===== src/rtl/bcd_random_gen_if.sv =====
// Control and capture bundle between the game controller and the BCD secret-number source.
// Latency: none, wires only.
// Backpressure: none; req is level-sampled by the generator only while it is idle.
interface bcd_random_gen_if #(
  parameter int DIGITS = 4
);
  logic                  run;
  logic                  clr;
  logic                  req;
  logic                  busy;
  logic                  valid;
  logic [4*DIGITS-1:0]   out;

  // Controller side drives the requests and consumes the captured value.
  modport master (
    output run,
    output clr,
    output req,
    input  busy,
    input  valid,
    input  out
  );

  // Generator side.
  modport slave (
    input  run,
    input  clr,
    input  req,
    output busy,
    output valid,
    output out
  );
endinterface


===== src/rtl/bcd_random_gen.sv =====
// Free-running BCD counter with a search FSM that captures the first value meeting the game rules.
// Latency: 2 edges minimum from req sampled to valid; one extra edge per rejected counter value.
// Backpressure: req is ignored while busy; valid holds the value until the next req is sampled.
module bcd_random_gen #(
  parameter int DIGITS       = 4,
  parameter int UNIQUE       = 0,
  parameter int LEAD_ZERO_OK = 1
) (
  input  logic               clk,
  input  logic               rst_n,
  bcd_random_gen_if.slave    bus
);
  localparam int W = 4 * DIGITS;

  typedef enum logic {
    IDLE   = 1'b0,
    SEARCH = 1'b1
  } state_t;

  state_t         state;
  state_t         state_nxt;
  logic [W-1:0]   cnt;
  logic [W-1:0]   cnt_inc;
  logic [W-1:0]   out_q;
  logic           valid_q;
  logic           carry;
  logic           distinct;
  logic           lead_ok;
  logic           ok;
  logic           inc;
  logic           capture;
  logic           arm;

  // Ripple BCD increment: a 9 rolls to 0 and carries upward, all-nines wraps to zero.
  always_comb begin
    cnt_inc = cnt;
    carry   = 1'b1;
    for (int i = 0; i < DIGITS; i++) begin
      if (carry) begin
        if (cnt[4*i +: 4] == 4'd9) begin
          cnt_inc[4*i +: 4] = 4'd0;
        end else begin
          cnt_inc[4*i +: 4] = cnt[4*i +: 4] + 4'd1;
          carry             = 1'b0;
        end
      end
    end
  end

  // Accept predicate evaluated on the registered counter value.
  always_comb begin
    distinct = 1'b1;
    for (int i = 0; i < DIGITS; i++) begin
      for (int j = 0; j < DIGITS; j++) begin
        if (j > i && cnt[4*i +: 4] == cnt[4*j +: 4]) begin
          distinct = 1'b0;
        end
      end
    end
    lead_ok = (cnt[W-1 -: 4] != 4'd0);
    ok      = ((UNIQUE == 0) || distinct) && ((LEAD_ZERO_OK != 0) || lead_ok);
  end

  // Next state and datapath controls; entering SEARCH also advances the counter.
  always_comb begin
    state_nxt = state;
    inc       = bus.run;
    capture   = 1'b0;
    arm       = 1'b0;
    case (state)
      IDLE: begin
        if (bus.req) begin
          state_nxt = SEARCH;
          inc       = 1'b1;
          arm       = 1'b1;
        end
      end
      SEARCH: begin
        inc = 1'b1;
        if (ok) begin
          state_nxt = IDLE;
          capture   = 1'b1;
        end
      end
      default: begin
        state_nxt = IDLE;
      end
    endcase
  end

  // State register.
  always_ff @(posedge clk or negedge rst_n) begin
    if (!rst_n) begin
      state <= IDLE;
    end else begin
      state <= state_nxt;
    end
  end

  // Counter: clear wins over increment.
  always_ff @(posedge clk or negedge rst_n) begin
    if (!rst_n) begin
      cnt <= '0;
    end else if (bus.clr) begin
      cnt <= '0;
    end else if (inc) begin
      cnt <= cnt_inc;
    end
  end

  // Capture register: load on accept, drop valid when a new search is armed.
  always_ff @(posedge clk or negedge rst_n) begin
    if (!rst_n) begin
      out_q   <= '0;
      valid_q <= 1'b0;
    end else if (capture) begin
      out_q   <= cnt;
      valid_q <= 1'b1;
    end else if (arm) begin
      valid_q <= 1'b0;
    end
  end

  assign bus.busy  = (state == SEARCH);
  assign bus.valid = valid_q;
  assign bus.out   = out_q;
endmodule


===== src/flat_wrapper.sv =====
// flat-port wrapper written by rule: the top's interface ports become plain ports
module bcd_random_gen_flat 
#(
  parameter int DIGITS       = 4,
  parameter int UNIQUE       = 0,
  parameter int LEAD_ZERO_OK = 1
)
  (clk, rst_n, bus_run, bus_clr, bus_req, bus_busy, bus_valid, bus_out);
  bcd_random_gen_if #(.DIGITS(DIGITS)) bus_i ();
  input  logic clk;
  input  logic rst_n;
  input wire logic [$bits(bus_i.run)-1:0] bus_run;
  input wire logic [$bits(bus_i.clr)-1:0] bus_clr;
  input wire logic [$bits(bus_i.req)-1:0] bus_req;
  output wire logic [$bits(bus_i.busy)-1:0] bus_busy;
  output wire logic [$bits(bus_i.valid)-1:0] bus_valid;
  output wire logic [$bits(bus_i.out)-1:0] bus_out;
  assign bus_i.run = bus_run;
  assign bus_i.clr = bus_clr;
  assign bus_i.req = bus_req;
  assign bus_busy = bus_i.busy;
  assign bus_valid = bus_i.valid;
  assign bus_out = bus_i.out;
  bcd_random_gen #(.DIGITS(DIGITS), .UNIQUE(UNIQUE), .LEAD_ZERO_OK(LEAD_ZERO_OK)) u_core (.clk(clk), .rst_n(rst_n), .bus(bus_i));
endmodule

===== config.mk =====
export PLATFORM = sky130hd
export DESIGN_NAME = bcd_random_gen_flat
export DESIGN_NICKNAME = d
export VERILOG_FILES = /design/src/rtl/bcd_random_gen_if.sv /design/src/rtl/bcd_random_gen.sv /design/src/flat_wrapper.sv
export SDC_FILE = /design/constraint.sdc
export NUM_CORES = 1
export LEC_CHECK = 0
export CAP_MARGIN = 5
export CORE_AREA = 4 4 70 72
export DETAILED_ROUTE_END_ITERATION = 8
export DIE_AREA = 0 0 74 76
export SYNTH_ARGS = -nofsm -noshare
export SYNTH_HDL_FRONTEND = slang
export SYNTH_SLANG_ARGS = --single-unit

===== constraint.sdc =====
create_clock -name clk -period 1.5 [get_ports clk]
set_input_delay 0.15 -clock clk [delete_from_list [all_inputs] [get_ports clk]]
set_output_delay 0.15 -clock clk [all_outputs]
set_load 0.02 [all_outputs]

==> impl_metrics.toml, run 1 <==
[drt]
drt.antenna.violating_nets = 0
drc = 0
vias_per_cell = 5.17
dr.pass1.iters = 4
finalWirelength_mm = 3.48
dr_total_vias = 1267
drt-initial-drc-count = 27
wl_per_cell_um = 14.2

[logic_synthesis]
synth_nets = 152
synth_edf_count = 0
synth_top_family_by_area = "compound AO/OA/AOI/OAI gates"
netlist_instances = 139
synth_area_leaders = "dfrtp_1 (51%), mux2_2 (12%), ha_1 (6.0%)"
ys_ff_latch = 34
yosys_warnings = 0
synth_top_area_cell = "dfrtp_1"
synth_most_common_cell = "dfrtp_1"
syn_area_um2 = 1660
ys.flop_type = "dfrtp_1"
yosysTopAreaCellShare_pct = 51.2
avgSynthCellArea_um2 = 11.9
synthTopCellsByCount = "dfrtp_1 (34), mux2_2 (17), ha_1 (8), nand2_1 (8), inv_1 (7)"
synth_compound_area_share_pct = 14.8
synth_fa_ha_area_share_pct = 6.03
synth_cell_type_count = 40
yosysSeqAreaShare_pct = 51.2
ys_async_sr_fraction_pct = 100
synthXorXnorAreaFrac_pct = 0
yosys.area_share.simple_pct = 12.7
synth_mux_area_share_pct = 11.5

[timing]
worst_pin_slew_ns = 0.436
rsz0062_at_grt = "yes"
final.setup_skew_ns = 0.00159
tns_ns = -0.303
max_freq_mhz = 639
setup_viol = 6
period_needed_ns = 1.57
max_slew_margin_pct = 70.9
final_max_slew_viol_count = 0
post-route-period-util_pct = 104
hold_violations = 0
setup_ws_ns = -0.0660

[critical_path]
critPathKind = "flip-flop to flip-flop"
end_kind = "flip-flop"
cp_max_fo = 5
arrival_ns = 1.75
crit_required_ns = 1.69
crit_path_start_kind = "flip-flop"

[die]
coreArea_um2 = 4290
die_x_um = 74
row_count = 24
io_pins = 23
die_y_um = 76
dieArea_um2 = 5620
start_util_pct = 38.7

[power_and_ir_drop]
switchingPower_w = 0.000975
vdd_ir_drop_max_mv = 0.658
p_leak_nw = 1.06
netSwitchingFraction_pct = 32.1
p_seq_share_pct = 41.9
internal_power_w = 0.00206
p_comb_share_pct = 35.6
cellPowerDensity_nw_per_um2 = 1310
pwr-share-clk_pct = 22.5

[place]
placed_cells = 235
dp_hpwl_mm = 2.40
gp_congestion = 0.763
portBuffers = 22
dpl_cell_area_um2 = 2120
place_ws_ns = -0.306

[layout]
fillers = 373
final_cells = 245
area_growth_pct = 39.6
diodes = 0
multiInputGateArea_um2 = 845
seq_area_um2 = 852
post-route-cell-area_um2 = 2320
layout-drive-gt1-share_pct = 39.4
fin_nets = 206

[global_routing]
grt_pass1_vias = 1367
grt_use_total_pct = 14.2
antenna_found_initial = 0
grt_max_degree = 35
overflow = 0
grt_pass1_wl_mm = 6.21

[run_status]
run_status = "finished with violations"
violations = "setup timing"

[clock_tree]
cts.sinks = 34
clk_pin_slew_ns = 0.06
cts_root_buffer = "clkbuf_8"
cts_tree = "built"
clockBufferDepth = 2
htreeDepth = 2
clock_latency_ns = 0.29
cts_hold_buf = 0
cts_inserted_buffers = 5

[worst_hold_path]
min_path_type = "input pin to asynchronous set/reset pin"

[run]
timing.max_cap.violations = 0
metal layers:
metal / up-vias / share of wire [%] / global-route usage [%]
li1: 619 / - / -
met1: 617 / 44 / 16.6
met2: 24 / 49 / 23.5
met3: 7 / 4.6 / 4.35
met4: 0 / 2.0 / 5.98
met5: - / 0 / 0
state kept, by name, indices dropped and copies added, names as in the netlist:
register	count
u_core.bus.out	16
u_core.cnt	16
u_core.bus.busy	1
u_core.bus.valid	1
cell families (layout without fill, tap and decap cells):
| logic type | Yosys count | after routing |
|---|---|---|
| simple gates | 35 | 35 |
| flops | 34 | 34 |
| compound gates | 33 | 34 |
| mux | 17 | 17 |
| buf+inv | 12 | 65 |
| fa+ha+maj | 8 | 8 |
power groups by stage:
stage          clock (W)  combinational (W)  sequential, W
2_1_floorplan          0           0.000376        0.00143
6_report        0.000682            0.00108        0.00127
3_3_place_gp           0           0.000993        0.00127
4_1_cts         0.000705            0.00107        0.00127
5_1_grt         0.000753            0.00117        0.00130
3_5_place_dp           0            0.00102        0.00128
worst paths after layout:
path	from	end	slack, ns	cells after the start
max in group asynchronous	rst_n	u_core.bus.busy	0.90	2
worst max-delay path	u_core.cnt[1]	u_core.cnt[13]	-0.07	6
worst min register to register	u_core.bus.valid	u_core.bus.valid	0.49	1
min in group clk	u_core.bus.valid	u_core.bus.valid	0.49	1
worst min-delay path	rst_n	u_core.bus.out[5]	0.27	2
worst max register to register	u_core.cnt[1]	u_core.cnt[13]	-0.07	6
final cells by class:
cell class	count	share of cell area (%)
Inverter	7	1.13
Clock buffer	7	3.72
Sequential cell	34	36.8
Tap cell	52	2.81
Timing Repair Buffer	51	19.2
Multi-Input combinational cell	94	36.4
layout by cell type (no fill, tap or decap), types with 4 or more instances in the layout:
cell type and instances:
buf_4 27, clkbuf_8 6, nand2_1 8, ha_1 7, inv_1 7, nand3_1 5
o21ai_0 4, dfrtp_1 33, o21ai_1 7, o41ai_2 4, mux2_2 16, nor2_1 4
clkdlybuf4s50_1 21
per-stage QoR:
| stage | power (W) | hold slack [ns] | util (%) |
|---|---|---|---|
| after global placement | 0.00227 | 0.462 | 49.3 |
| after global routing | 0.00323 | 0.321 | 54.0 |
| final | 0.00303 | 0.274 | 54.0 |
| after floorplan | 0.00181 | -0.146 | - |
| after CTS | 0.00305 | 0.286 | 53.1 |
| after detailed placement | 0.00230 | 0.478 | 49.3 |
repair_timing:
item	CTS	global route
setup endpoints to repair	9	16
gates resized for setup	11	8
buffers inserted	1	1
gates cloned	1	0
pin swaps	3	2
critical path: stages (launching register included):
cell     delay (ns)
dfrtp_1        0.38
inv_1          0.06
ha_2           0.15
and3b_2        0.24
o21ai_4        0.09
or2_4          0.27
o41ai_2        0.27
Note: power is estimated with default switching activity, not from simulation.
==> run 2, diff against run 1 <==
- ABC_AREA: default -> 0
- CAP_MARGIN: 5 -> 30
- CORE_AREA: 4 4 70 72 -> 4 4 54 93
- DIE_AREA: 0 0 74 76 -> 0 0 58 97
==> run 2 against run 1 <==
Against the previous run:
- the run still ends with setup timing left
- combinational power grew 9%
- first-iteration DRC count is 7.4% lower
- critical path depth fell by 1
- utilization up 2.3 points
- cell count is 2.0% higher
- fmax fell by 1.2%
- die area about the same
- sequential share of layout area is 1.7 points lower
- register-to-register slack worse by 0.02 ns
- critical path type unchanged
- largest power group unchanged
==> impl_metrics.toml, run 2 (synthesized netlist as in run 1, its figures left out) <==
[timing]
period_needed_ns = 1.58
hold_violations = 0
tns_ns = -0.431
final_max_slew_viol_count = 0
post-route-period-util_pct = 106
setup_viol = 7
max_freq_mhz = 631
rsz0062_at_grt = "yes"
final.setup_skew_ns = 0.00529
worst_pin_slew_ns = 0.472
max_slew_margin_pct = 68.4
setup_ws_ns = -0.0843

[critical_path]
r2r-start = "u_core.cnt[4]"
crit_path_start_kind = "flip-flop"
arrival_ns = 1.75
end_kind = "flip-flop"
reg2reg_to = "u_core.cnt[15]"
cp_max_fo = 5
critPathKind = "flip-flop to flip-flop"
crit_required_ns = 1.67
worstRegToRegCells = 5
timing.reg2reg.setup_slack_ns = -0.08

[place]
gp_congestion = 0.798
portBuffers = 22
dp_hpwl_mm = 2.67
place_ws_ns = -0.273
placed_cells = 233

[power_and_ir_drop]
cellPowerDensity_nw_per_um2 = 1330
vdd_ir_drop_max_mv = 0.806
p_leak_nw = 1.12

[clock_tree]
htreeDepth = 2
clk_pin_slew_ns = 0.07
clock_latency_ns = 0.29
cts_root_buffer = "clkbuf_8"
cts.sinks = 34
cts_inserted_buffers = 5
clockBufferDepth = 2
cts_tree = "built"

[global_routing]
grt_pass1_vias = 1491
overflow = 0
grt_max_degree = 35
antenna_found_initial = 0
grt_pass1_wl_mm = 6.96
grt_use_total_pct = 15.9

[layout]
area_growth_pct = 46.6
final_cells = 250
fin_nets = 211
diodes = 0
final_cell_mix = "dfrtp_1 (33), buf_4 (29), clkdlybuf4s50_1 (21)"
layout-drive-gt1-share_pct = 42.2
mostFrequentLayoutCell = "dfrtp_1"

[drt]
drt.antenna.violating_nets = 0
dr_total_vias = 1330
dr.pass1.iters = 6
drt-initial-drc-count = 25
finalWirelength_mm = 3.95
drc = 0
wl_per_cell_um = 15.8
vias_per_cell = 5.32

[die]
coreArea_um2 = 4320
start_util_pct = 38.4
die_y_um = 97
die_x_um = 58
row_count = 32
io_pins = 23
dieArea_um2 = 5630

[worst_hold_path]
min_path_type = "input pin to asynchronous set/reset pin"

[run_status]
run_status = "finished with violations"
violations = "setup timing"

[run]
timing.max_cap.violations = 0
[run 2: power by group]
group	switching, W	leakage, nW	internal [W]	total [W]
Sequential	0.000145	0.443	0.00112	0.00127
Combinational	0.000564	0.616	0.000615	0.00118
Clock	0.000333	0.0575	0.000464	0.000797
[run 2: final cells by class]
| type | instances | area [um^2] |
|---|---|---|
| Multi-Input combinational cell | 94 | 888 |
| Sequential cell | 34 | 852 |
| Fill cell | 382 | 1890 |
| Clock buffer | 8 | 110 |
| Inverter | 7 | 26.3 |
| Timing Repair Buffer | 56 | 493 |
| Tap cell | 51 | 63.8 |
[run 2: worst max-delay path by stage]
stage | depth (start not counted) | end | slack [ns] | startpoint
floorplan | 4 | u_core.cnt[8] | -0.02 | u_core.bus.busy
detailed placement | 6 | u_core.cnt[12] | -0.27 | bus_run
global route | 5 | u_core.cnt[15] | -0.17 | u_core.cnt[4]
global placement | 5 | u_core.cnt[8] | -0.25 | bus_run
CTS | 7 | u_core.cnt[15] | -0.07 | u_core.cnt[1]
finish | 5 | u_core.cnt[15] | -0.08 | u_core.cnt[4]
[run 2: worst max-delay path: stages (launching register included)]
cell	delay, ns
dfrtp_1	0.39
ha_1	0.19
and3b_2	0.25
a41oi_4	0.29
nor2_1	0.08
a211o_1	0.26
[run 2: timing repair]
action                                  in CTS  in global routing
gates resized for setup                     15                 14
buffers inserted                             3                  5
pin swaps                                    5                  8
hold buffers                                 0                  0
cloned                                       1                  0
endpoints found under the setup margin      14                 17
[run 2: metal layers]
metal  wire length (um)  vias to the layer above  part of all wire, %  track usage [%]
met3                113                        9                  2.9             3.20
met4                104                        0                  2.6             7.50
met2               2230                       25                   56             28.7
li1                   -                      633                    -                -
met5                  0                        -                    0                0
met1               1510                      663                   38             16.7
[run 2: per-stage QoR]
stage          utilization (%)  area, um^2  total power, W  hold slack, ns
2_1_floorplan                -        1660         0.00181          -0.146
3_3_place_gp              48.7        2110         0.00226           0.464
3_5_place_dp              48.7        2110         0.00230           0.480
4_1_cts                   54.0        2340         0.00320           0.275
5_1_grt                   56.3        2430         0.00344           0.306
6_report                  56.3        2430         0.00324           0.267
